$ cat config.mk
export PLATFORM = sky130hd
export DESIGN_NAME = pc_controller
export DESIGN_NICKNAME = d
export VERILOG_FILES = /design/src/rtl/pc_ctrl_pkg.sv /design/src/rtl/pc_ctrl_stall_cnt.sv /design/src/rtl/pc_controller.sv
export SDC_FILE = /design/constraint.sdc
export NUM_CORES = 1
export LEC_CHECK = 0
export CAP_MARGIN = 20
export CELL_PAD_IN_SITES_DETAIL_PLACEMENT = 1
export CELL_PAD_IN_SITES_GLOBAL_PLACEMENT = 2
export CORE_MARGIN = 1.5
export CORE_UTILIZATION = 19
export DETAILED_ROUTE_END_ITERATION = 10
export PLACE_DENSITY = 0.85
export SYNTH_ARGS = -nofsm -noshare
export SYNTH_HDL_FRONTEND = slang
export SYNTH_SLANG_ARGS = --single-unit
export TNS_END_PERCENT = 10
$ cat constraint.sdc
create_clock -name clk_i -period 4.7 [get_ports clk_i]
set_input_delay 0.47 -clock clk_i [delete_from_list [all_inputs] [get_ports clk_i]]
set_output_delay 0.47 -clock clk_i [all_outputs]
set_load 0.1 [all_outputs]
$ cat src/rtl/pc_ctrl_pkg.sv
// Shared types and constants for the PC controller.
// State encoding, fetch step and default redirect vectors.
package pc_ctrl_pkg;

  typedef enum logic [1:0] {
    ST_RUN     = 2'd0,
    ST_WAIT    = 2'd1,
    ST_DISCARD = 2'd2,
    ST_BAD     = 2'd3
  } state_t;

  localparam logic [31:0] PC_STEP      = 32'd4;
  localparam logic [31:0] TRAP_VEC_DEF = 32'h0000_0100;
  localparam logic [31:0] RESET_PC_DEF = 32'h0000_0000;

endpackage

$ cat src/rtl/pc_ctrl_stall_cnt.sv
// Saturating 16-bit counter of fetch-stall cycles.
// Only instantiated when PC_CTRL_PERF_EN is defined.
module pc_ctrl_stall_cnt (
  input  logic        clk_i,
  input  logic        rst_i,
  input  logic        en_i,
  output logic [15:0] cnt_o
);

  // count enabled cycles, stick at all-ones
  always_ff @(posedge clk_i or negedge rst_i) begin
    if (!rst_i) begin
      cnt_o <= 16'h0000;
    end else if (en_i && (cnt_o != 16'hFFFF)) begin
      cnt_o <= cnt_o + 16'd1;
    end
  end

endmodule

$ cat src/rtl/pc_controller.sv
// Next-PC selection and fetch/pipeline hold-flush control.
// Optional PC_CTRL_PERF_EN adds stall_cnt_o, a stall-cycle counter.
module pc_controller
  import pc_ctrl_pkg::*;
#(
  parameter logic [31:0] RESET_PC = RESET_PC_DEF,
  parameter logic [31:0] TRAP_VEC = TRAP_VEC_DEF
) (
  input  logic        clk_i,
  input  logic        rst_i,
  input  logic [31:0] pc_i,
  input  logic        imem_ready_i,
  input  logic        load_use_i,
  input  logic        br_taken_i,
  input  logic [31:0] br_target_i,
  input  logic        trap_i,
  output logic [31:0] pc_next_o,
  output logic        if_redo_o,
  output logic        ifid_stall_o,
  output logic        ifid_flush_o,
  output logic        idex_flush_o,
  output logic        imem_req_o,
`ifdef PC_CTRL_PERF_EN
  output logic [15:0] stall_cnt_o,
`endif
  output logic [1:0]  state_o
);

  state_t state;
  state_t nxt;
  logic   redirect;
  logic   in_run;

  assign redirect   = trap_i | br_taken_i;
  assign in_run     = (state == ST_RUN) || (state == ST_BAD);
  assign imem_req_o = rst_i;
  assign state_o    = state;

  // next-PC, hold/flush controls and next state
  always_comb begin
    nxt          = ST_RUN;
    pc_next_o    = pc_i + PC_STEP;
    if_redo_o    = 1'b0;
    ifid_stall_o = 1'b0;
    ifid_flush_o = 1'b0;
    idex_flush_o = 1'b0;
    if (!rst_i) begin
      pc_next_o    = RESET_PC;
      ifid_flush_o = 1'b1;
      idex_flush_o = 1'b1;
    end else if (redirect) begin
      pc_next_o    = trap_i ? TRAP_VEC
                            : {br_target_i[31:2], 2'b00};
      ifid_flush_o = 1'b1;
      idex_flush_o = 1'b1;
      // an outstanding fetch returns a stale word
      nxt = (in_run && imem_ready_i) ? ST_RUN
                                     : ST_DISCARD;
    end else begin
      unique case (state)
        ST_WAIT: begin
          if (!imem_ready_i) begin
            pc_next_o    = pc_i;
            if_redo_o    = 1'b1;
            ifid_flush_o = 1'b1;
            nxt          = ST_WAIT;
          end else if (load_use_i) begin
            pc_next_o    = pc_i;
            if_redo_o    = 1'b1;
            ifid_stall_o = 1'b1;
            idex_flush_o = 1'b1;
          end
        end
        ST_DISCARD: begin
          // refetch the redirect target after the stale word
          pc_next_o    = pc_i;
          if_redo_o    = 1'b1;
          ifid_flush_o = 1'b1;
          nxt = imem_ready_i ? ST_RUN : ST_DISCARD;
        end
        default: begin
          if (load_use_i) begin
            pc_next_o    = pc_i;
            if_redo_o    = 1'b1;
            ifid_stall_o = 1'b1;
            idex_flush_o = 1'b1;
            nxt = imem_ready_i ? ST_RUN : ST_WAIT;
          end else if (!imem_ready_i) begin
            pc_next_o    = pc_i;
            if_redo_o    = 1'b1;
            ifid_flush_o = 1'b1;
            nxt          = ST_WAIT;
          end
        end
      endcase
    end
  end

  // state register; encoding 3 falls back to RUN
  always_ff @(posedge clk_i or negedge rst_i) begin
    if (!rst_i) begin
      state <= ST_RUN;
    end else begin
      state <= nxt;
    end
  end

`ifdef PC_CTRL_PERF_EN
  pc_ctrl_stall_cnt u_stall_cnt (
    .clk_i (clk_i),
    .rst_i (rst_i),
    .en_i  (if_redo_o),
    .cnt_o (stall_cnt_o)
  );
`endif

endmodule

==> Yosys cells after proc, flatten, opt, wreduce, memory -nomap -nowiden <==
Index checks and enable logic that the tools add are counted.
W data, S select, Z words.
{ "word_totals": {"out_inout_bits": 39, "rom_bits": 0, "register_bits": 2, "elab_cells": 40, "ramBits": 0, "in_bits": 70, "latchBits": 0, "n_memories": 0} }
{ "op_classes": {"mux": 31, "addsub": 1, "n_mul": 0, "shifts": 0, "reduce_logical": 3, "order_cmp": 0, "bitwise_logic": 1, "n_div": 0, "n_eq_ne": 3} }
{ "op_table": {"columns": ["op", "n"], "rows": [
  ["$mux W32", 7],
  ["$pmux W32 S2", 1],
  ["$add A32 B3 Y32 const B", 1],
  ["$mux W1", 15],
  ["$mux W2", 5],
  ["$pmux W1 S2", 3],
  ["$eq A2 B2 Y1 const B", 2],
  ["$eq A2 B1 Y1 const B", 1],
  ["$logic_not A2 Y1", 1],
  ["$logic_and A1 B1 Y1", 1],
  ["$logic_or A1 B1 Y1", 1],
  ["$or A1 B1 Y1", 1]
]} }

==> Depth between registers and ports, before layout <==
Gate-level depths: netlist of run 1.
{ "logic_depth": {"ltp_word": 6, "mapped_depth": 9, "mapped_depth_nobuf": 7} }

==> Worst setup path before layout of run 1 <==
Ideal clock, no wire load.
{ "synth_timing": {"path_kind": "flip-flop to output port", "from": "register state[0], in the netlist state_o[0]", "to": "output port pc_next_o[2]", "path_slack_ps": -244, "t_required_ps": 4230, "stages_incl_launch_ff": 8, "arrival_ps": 4474, "path_buffers": 1, "path_cell_list": "dfrtp_1 > inv_1 > ha_1 > nor2_1 > clkbuf_1 > o21ai_0 > nand2_1 > a311oi_1"} }
{ "synth_between": {"elab_chain_len": 4, "word_cells_on_any_way": 5, "classes_between": "eq/ne: 2; mux: 3"} }
{ "synth_lines": {"columns": ["element", "line", "text"], "rows": [
  ["start, declared", "pc_controller.sv:29", "state_t state;"],
  ["start signal, assigned", "pc_controller.sv:104", "state <= nxt;"],
  ["$eq A2 B2 Y1 or $eq A2 B1 Y1 (tied branches)", "pc_controller.sv:60", "unique case (state)"],
  ["$pmux W32 S2 *", "pc_controller.sv:60", null],
  ["$mux W32 *", "pc_controller.sv:51", "end else if (redirect) begin"],
  ["$mux W32 *", "pc_controller.sv:47", "if (!rst_i) begin"],
  ["end, declared", "pc_controller.sv:17", "output logic [31:0] pc_next_o,"]
]} }
Every way passes the cells marked *; elsewhere a longest branch is shown, timed or not.

==> Worst setup path after layout of run 1 <==
{ "layout_timing": {"from": "input port pc_i[4]", "to": "output port pc_next_o[23]"} }
{ "layout_between": {"elab_chain_len": 6, "word_cells_on_any_way": 8, "classes_between": "add/sub: 1; mux: 7"} }
{ "layout_lines": {"columns": ["element", "line", "text"], "rows": [
  ["start, declared", "pc_controller.sv:11", "input logic [31:0] pc_i,"],
  ["$add A32 B3 Y32 *", "pc_controller.sv:42", "pc_next_o = pc_i + PC_STEP;"],
  ["$mux W32, on equally long branches", "pc_controller.sv:88, pc_controller.sv:67", null],
  ["$mux W32, on equally long branches", "pc_controller.sv:82, pc_controller.sv:62", null],
  ["$pmux W32 S2 *", "pc_controller.sv:60", null],
  ["$mux W32 *", "pc_controller.sv:51", null],
  ["$mux W32 *", "pc_controller.sv:47", null]
]} }
Marks and branches as above.

==> impl_results.rst, run 1 <==
.. list-table::
   :header-rows: 1

   * - Metric
     - Value
   * - Outcome
     - completed
   * - Number of flip-flops in the largest register
     - 2
   * - Yosys warns
     - 0
   * - Remaining routing DRC violations
     - 0
   * - Number of iterations in the first detailed-routing pass
     - 4
   * - Final standard cell count with taps included and fillers excluded
     - 458
   * - I/O pin count
     - about 110
   * - Die extent in y
     - 96.62 um
   * - Antenna violations before repair
     - 0
   * - Per-cell routed wire length
     - ~18 um
   * - Pins Over Slew Limit
     - 0
   * - Worst setup skew after layout
     - 0.001410 ns
   * - Count of port buffers added during placement
     - 106
   * - Clock network latency to the later pin of the worst-skew pair
     - 0.22 ns
   * - CP required
     - roughly 4.2 ns
   * - Sink count of the clock tree
     - 2
   * - Max FO, Critical Path
     - 15
   * - Chip Width
     - 96.62 um
   * - Net switching power
     - 252.8 uW
   * - Buffer levels on the longest clock path
     - 2
   * - Placed Instances
     - 455
   * - Worst Max-Slew Pin Slew
     - 0.9841 ns
   * - Combined area of all synthesized cells
     - 0.001665 mm^2
   * - Starting density of the core
     - 0.1997
   * - Detailed router's first-iteration violation count
     - 43
   * - Diodes inserted
     - 0
   * - Global-route wire length before repair
     - ~14,000 um
   * - Kind of start point of the critical path
     - input port
   * - Global route total overflow
     - 0
   * - Fmax
     - 0.2676 GHz
   * - Number of nets produced by synthesis
     - 338
   * - Post-CTS setup buffer count
     - 0
   * - Share of cells above drive strength 1
     - 0.1586
   * - Final core area utilization
     - 0.3239
   * - Half-perimeter wire length after placement
     - 6225 um
   * - Area used by sequential logic in the layout
     - 50.05 um^2
   * - Final worst setup slack
     - slightly below 1 ns
   * - Standard cell with the maximum stage delay on the critical path
     - or4_1
   * - Number of global-route vias before repair
     - around 2,700
   * - Fraction of the cycle the final worst path needs
     - 0.7951
   * - Register bit count reported by yosys
     - 2
   * - CP Buf/Inv Count
     - 2
   * - Routed length on met3
     - 289 um
   * - Total of cells resized after clock tree synthesis
     - 0
   * - Class of the most critical setup path
     - in2out
   * - RSZ-0062 raised after global routing
     - false
   * - Number of instances in the synthesized netlist
     - 265
   * - Net Sw Frac
     - 0.5758
   * - Minimum clock period after layout
     - 3.737 ns
   * - Category of the worst setup path capture point
     - output port
   * - Total track usage
     - 0.1748
   * - Clock tree from TritonCTS
     - yes
   * - NumNets Final
     - 428
   * - Met2 wirelength from detailed routing
     - just over 4000 um
   * - Cell row count
     - 33
   * - Relative max-transition margin
     - 0.3419
   * - Share of synthesized area occupied by flip-flops and latches
     - 0.03005
   * - Number of endpoints with negative hold slack in the final report
     - 0
   * - Post-route total power
     - 439.0 uW
   * - Kind of path behind the tightest hold check
     - in2async
   * - Number of flops mapped to enable cells by yosys
     - 0
   * - Final setup violation count
     - 0
   * - Clock buffers created by TritonCTS
     - 3
   * - Total Wirelength
     - 8144 um
   * - Fraction of synthesis flops using an asynchronous set or reset pin
     - 1.000
   * - Clock tree root driver cell
     - clkbuf_8
   * - Cell Chain, Critical Path
     - clkdlybuf4s50_1 -> and3_1 -> nand4_1 -> or4_1 -> a31oi_1 -> buf_4
   * - Post-detailed-route via-to-cell ratio
     - 5.424
   * - Critical Path Max Stage Delay
     - 0.65 ns
   * - Largest voltage drop on the vdd net
     - approximately 0.052 mV
   * - Distinct cell type count of the synthesized netlist
     - 60
   * - Endpoint arrival time on the critical path
     - 3.27 ns
   * - Number of fill cells
     - 1,057
   * - Metal-1 WL
     - around 3700 um
   * - Per-instance average area after synthesis
     - roughly 6.3 um^2
   * - Via count
     - 2,484
   * - Share of total power in combinational logic
     - 0.797
   * - Relative contribution of sequential cells to total power
     - 0.043
   * - Total Die Area
     - 0.009335 mm^2
   * - Final GP Congestion
     - approximately 0.74
   * - Cell-internal power
     - 186.2 uW
   * - Uppermost metal layer occupied by signal nets
     - met4
   * - Power density cells
     - 162.5 mW/mm^2
   * - Total of hold buffers inserted after clock tree synthesis
     - 0
   * - Part of the total power dissipated in the clock network
     - 0.160
   * - Post-detailed-route count of antenna-violating nets
     - 0
   * - Family of cells with the greatest summed delay on the critical path
     - simple AND/OR/NAND/NOR gates
   * - Final hold slack
     - roughly 0.56 ns
   * - Total number of H-tree levels
     - 1
   * - Maximum number of pins on one net before global-route repair
     - 24
   * - Static leakage
     - 1.031 nW
   * - Multi-input gate area in the final layout
     - around 0.0014 mm^2
   * - Worst-path clk slew
     - 0.03 ns
   * - Core box area
     - 0.008341 mm^2
   * - Predominant post-synthesis flop cell
     - dfrtp_1
   * - Maximum Capacitance Violations
     - 0
   * - Synth-to-Final Area Change
     - 62.21%
   * - Post-place setup slack
     - 0.9784 ns
path summary, 6_finish.rpt:
path | slack [ns] | end | cells past startpoint | from
min in group clk_i | 0.70 | state_o[0] | 2 | state_o[1]
max in group asynchronous | 3.84 | state_o[0] | 1 | rst_i
worst max-delay path | 0.96 | pc_next_o[23] | 6 | pc_i[4]
worst min register to register | 0.70 | state_o[0] | 2 | state_o[1]
worst max register to register | 3.52 | state_o[1] | 4 | state_o[0]
worst min-delay path | 0.56 | state_o[1] | 1 | rst_i
power by group through the flow:
stage	Clock [mW]	Combinational, mW	Sequential [mW]
5_1_grt	0.0712	0.374	0.0193
2_1_floorplan	0	0.222	0.0259
6_report	0.0701	0.350	0.0191
3_3_place_gp	0	0.349	0.0191
4_1_cts	0.0701	0.353	0.0191
3_5_place_dp	0	0.352	0.0192
routing by layer:
| layer | vias to the layer above | GRT usage |
|---|---|---|
| met4 | 0 | 0.03790 |
| met2 | 66 | 0.3088 |
| li1 | 1216 | - |
| met3 | 6 | 0.01590 |
| met5 | - | 0 |
| met1 | 1196 | 0.2299 |
layout make-up:
cell class                      instances  area share
Tap cell                              105     0.04863
Sequential cell                         2     0.01853
Clock buffer                            3     0.01528
Multi-Input combinational cell        231      0.5336
Inverter                                5    0.006948
Timing Repair Buffer                  112      0.3770
through the flow:
stage	TNS, ns	cell area, um^2
after floorplan	-0.04418	1672
after global placement	0	2660
final	0	2701
after detailed placement	0	2660
after CTS	0	2701
after global routing	0	2701
Yosys cell counts (2+ instances only):
| cell | number | area, um^2 |
|---|---|---|
| or2_2 | 2 | 12.51 |
| nand4b_1 | 2 | 17.52 |
| nand3b_1 | 2 | 15.01 |
| ha_1 | 3 | 37.54 |
| a211oi_1 | 2 | 15.01 |
| a21oi_1 | 34 | 170.2 |
| o211a_1 | 2 | 20.02 |
| dfrtp_1 | 2 | 50.05 |
| a31oi_1 | 9 | 56.30 |
| buf_4 | 2 | 15.01 |
| buf_6 | 3 | 33.78 |
| mux2i_1 | 2 | 20.02 |
| nor2b_1 | 4 | 25.02 |
| clkbuf_1 | 17 | 63.81 |
| or4_1 | 2 | 15.01 |
| o31a_1 | 6 | 52.55 |
| o31ai_1 | 2 | 15.01 |
| o21ai_0 | 38 | 190.2 |
| a21o_1 | 3 | 22.52 |
| nand3_1 | 12 | 60.06 |
| a221oi_1 | 3 | 26.28 |
| o221a_2 | 2 | 22.52 |
| o21a_1 | 3 | 22.52 |
| nand4_1 | 11 | 68.82 |
| inv_1 | 5 | 18.77 |
| a22oi_1 | 2 | 15.01 |
| clkbuf_8 | 2 | 27.53 |
| o311ai_0 | 2 | 17.52 |
| xnor2_1 | 2 | 17.52 |
| and3_1 | 11 | 68.82 |
| and4_4 | 2 | 22.52 |
| and2_1 | 3 | 18.77 |
| nand2b_1 | 2 | 12.51 |
| nor4_1 | 8 | 50.05 |
| nand2_1 | 16 | 60.06 |
| nor2_1 | 12 | 45.04 |
| nor3_1 | 6 | 30.03 |
| o221ai_1 | 2 | 17.52 |
cells in the final DEF (no fill, tap or decap), types with 2 or more instances in the layout:
cell              n
nand3_1          12
dfrtp_1           2
nor3_1            6
nor2_1           12
nor2b_1           4
o21a_1            3
ha_1              3
xnor2_1           2
o221ai_1          2
clkbuf_8          3
buf_4            41
or4_1             2
nand3b_1          2
o311ai_0          2
o221a_2           2
nand2b_1          2
o21ai_0          38
and4_4            2
a221oi_1          3
clkdlybuf4s50_1  71
or2_2             2
a22oi_1           2
inv_1             5
nand2_1          16
o31ai_1           2
a21o_1            3
a21oi_1          34
o31a_1            6
a211oi_1          2
and2_1            3
and3_1           11
nor4_1            8
nand4_1          11
nand4b_1          2
a31oi_1           9
o211a_1           2
mux2i_1           2
kinds of logic (layout without fill, tap and decap cells):
group | Yosys count | in the layout | synth area share
adders and majority gates | 3 | 3 | 0.02254
DFF | 2 | 2 | 0.03005
AOI/OAI and AO/OA | 118 | 118 | 0.4395
muxes | 2 | 2 | 0.01202
xor gates and xnor gates | 3 | 3 | 0.01578
buffers and inverters | 32 | 120 | 0.1082
and+or+nand+nor | 105 | 105 | 0.3719
Power figures use the tool's default switching activity.
==> run 2, diff against run 1 <==
--- a/config.mk
+++ b/config.mk
@@ -9,9 +9,9 @@
 export CELL_PAD_IN_SITES_DETAIL_PLACEMENT = 1
 export CELL_PAD_IN_SITES_GLOBAL_PLACEMENT = 2
 export CORE_MARGIN = 1.5
-export CORE_UTILIZATION = 19
+export CORE_UTILIZATION = 16
 export DETAILED_ROUTE_END_ITERATION = 10
-export PLACE_DENSITY = 0.85
+export PLACE_DENSITY = 0.75
 export SYNTH_ARGS = -nofsm -noshare
 export SYNTH_HDL_FRONTEND = slang
 export SYNTH_SLANG_ARGS = --single-unit
==> constraint.sdc (replaced) <==
create_clock -name clk_i -period 3.15 [get_ports clk_i]
set_input_delay 0.315 -clock clk_i [delete_from_list [all_inputs] [get_ports clk_i]]
set_output_delay 0.315 -clock clk_i [all_outputs]
set_load 0.1 [all_outputs]
==> impl_results.rst, run 2 (synthesis results as in run 1) <==
.. list-table::
   :header-rows: 1

   * - Metric
     - Value
   * - Maximum Capacitance Violations
     - 0
   * - Worst Max-Slew Pin Slew
     - 0.9960 ns
   * - Total Wirelength
     - 8609 um
   * - Number of fill cells
     - 1,223
   * - Class of the most critical setup path
     - in2out
   * - Final-layout setup total negative slack
     - 0 ns
   * - Sink count of the clock tree
     - 2
   * - Cell row count
     - 37
   * - Post-CTS setup buffer count
     - 0
   * - Largest voltage drop on the vdd net
     - 0.09920 mV
   * - Cell Chain, Critical Path
     - clkdlybuf4s50_1 -> ha_1 -> and3b_1 -> buf_4 -> nand4_1 -> nor4_1 -> o21ai_0 -> a21oi_2 -> buf_12
   * - Outcome
     - completed
   * - Pins Over Slew Limit
     - 0
   * - Endpoint arrival time on the critical path
     - around 2.7 ns
   * - Worst-path clk slew
     - around 0.030 ns
   * - Reg-to-Reg Start
     - state_o[1]
   * - Leading cell type in the layout, fill and taps excluded
     - clkdlybuf4s50_1
   * - Chip Width
     - 105.0 um
   * - Clock tree root driver cell
     - clkbuf_8
   * - Area used by sequential logic in the layout
     - 52.55 um^2
   * - Total of cells resized after clock tree synthesis
     - 0
   * - Global-route wire length before repair
     - about 14,000 um
   * - Post-detailed-route count of antenna-violating nets
     - 0
   * - Critical Path Max Stage Delay
     - 0.57 ns
   * - Total Die Area
     - approximately 0.011 mm^2
   * - Fraction of the cycle the final worst path needs
     - 0.9467
   * - Max FO, Critical Path
     - 6
   * - Total number of H-tree levels
     - 1
   * - Multi-input gate area in the final layout
     - 0.001550 mm^2
   * - Worst setup skew after layout
     - around 0.0015 ns
   * - Clock tree from TritonCTS
     - yes
   * - Final hold slack
     - 0.4072 ns
   * - Post-detailed-route via-to-cell ratio
     - between 5 and 6
   * - Core box area
     - 0.01023 mm^2
   * - Category of the worst setup path capture point
     - output port
   * - Final GP Congestion
     - roughly 0.87
   * - Final standard cell count with taps included and fillers excluded
     - 499
   * - Endpoint of the worst-slack reg-to-reg timing path
     - state_o[1]
   * - Final core area utilization
     - 0.3296
   * - Total track usage
     - 0.1553
   * - Flop-to-flop setup slack
     - around 2.0 ns
   * - Per-cell routed wire length
     - 17.25 um
   * - Half-perimeter wire length after placement
     - 6756 um
   * - Kind of path behind the tightest hold check
     - in2async
   * - Diodes inserted
     - 0
   * - CP required
     - approximately 2.8 ns
   * - I/O pin count
     - 109
   * - NumNets Final
     - 438
   * - Share of cells above drive strength 1
     - 0.2562
   * - Antenna violations before repair
     - 0
   * - Total of hold buffers inserted after clock tree synthesis
     - 0
   * - Maximum number of pins on one net before global-route repair
     - 27
   * - Endpoint of the worst setup timing path
     - pc_next_o[24]
   * - Fmax
     - 0.3353 GHz
   * - Global route total overflow
     - 0
   * - Total non-filler cell area in the finished layout
     - 0.003372 mm^2
   * - Most frequent cells in the layout
     - clkdlybuf4s50_1 (69), o21ai_0 (38), buf_12 (36)
   * - Number of endpoints with negative hold slack in the final report
     - 0
   * - Number of global-route vias before repair
     - 2,665
   * - Remaining routing DRC violations
     - 0
   * - Placed Instances
     - between 400 and 500
   * - Source of the critical timing path
     - pc_i[2]
   * - Number of flip-flops in the largest register
     - 2
   * - Clock network latency to the later pin of the worst-skew pair
     - 0.22 ns
   * - Number of iterations in the first detailed-routing pass
     - 4
   * - Detailed router's first-iteration violation count
     - 71
   * - Static leakage
     - 1.202 nW
   * - Final setup violation count
     - 0
   * - Synth-to-Final Area Change
     - 102.5%
   * - RSZ-0062 raised after global routing
     - false
   * - Count of port buffers added during placement
     - 106
   * - Placed standard-cell area
     - 0.003331 mm^2
   * - Buffer levels on the longest clock path
     - 2
   * - Kind of start point of the critical path
     - input port
   * - Via count
     - 2,498
   * - Final worst setup slack
     - 0.1678 ns
   * - Minimum clock period after layout
     - roughly 3.0 ns
   * - Starting density of the core
     - 0.1628
   * - Standard cell with the maximum stage delay on the critical path
     - clkdlybuf4s50_1
   * - Clock buffers created by TritonCTS
     - 3
   * - Power density cells
     - between 200 and 250 mW/mm^2
   * - Number of cells on the worst reg-to-reg path
     - 3
   * - Relative max-transition margin
     - 0.3339
   * - Post-route total power
     - roughly 760 uW
   * - Die extent in y
     - approximately 110 um
   * - Post-place setup slack
     - 0.1542 ns
## run 2: cell count changes in the layout (fill, tap and decap cells not counted), moves of 3 or more
cell / delta
a31oi_2: +3
buf_4: -24
a21oi_2: +15
a31oi_1: -3
nor2_1: -3
nor2_2: +3
a21oi_1: -15
buf_12: +36
## run 2: routing by layer
layer  GRT usage  share of wire
met1      0.1920           0.45
met2      0.2857           0.50
met3     0.01871          0.043
met4     0.03229         0.0062
met5           0              0
## run 2: layout make-up
cell class,instances,area share
clock buffer,3,0.01224
inverter,5,0.005566
multi-input combinational,231,0.4597
sequential,2,0.01558
tap,136,0.05046
timing repair buffer,122,0.4564
## run 2: power breakdown
part	internal, mW	leakage (nW)	switching [mW]
clock network	0.0812	0.0216	0.0245
registers	0.0275	0.0237	0.00108
logic	0.242	1.16	0.381
## run 2: worst min path at each step
stage	slack (ns)	cells past startpoint	start	to
floorplan	0.02	0	rst_i	state_o[0]
global placement	0.63	2	rst_i	state_o[1]
detailed placement	0.63	2	rst_i	state_o[1]
CTS	0.40	2	rst_i	state_o[0]
global route	0.43	2	rst_i	state_o[0]
finish	0.41	2	rst_i	state_o[0]
## run 2: critical path, delay by kind of cell
family                     cells  cell delay [ns]
buffers and inverters          3             0.91
adders and majority gates      1             0.22
and+or+nand+nor                3             0.84
AOI/OAI and AO/OA              2             0.37
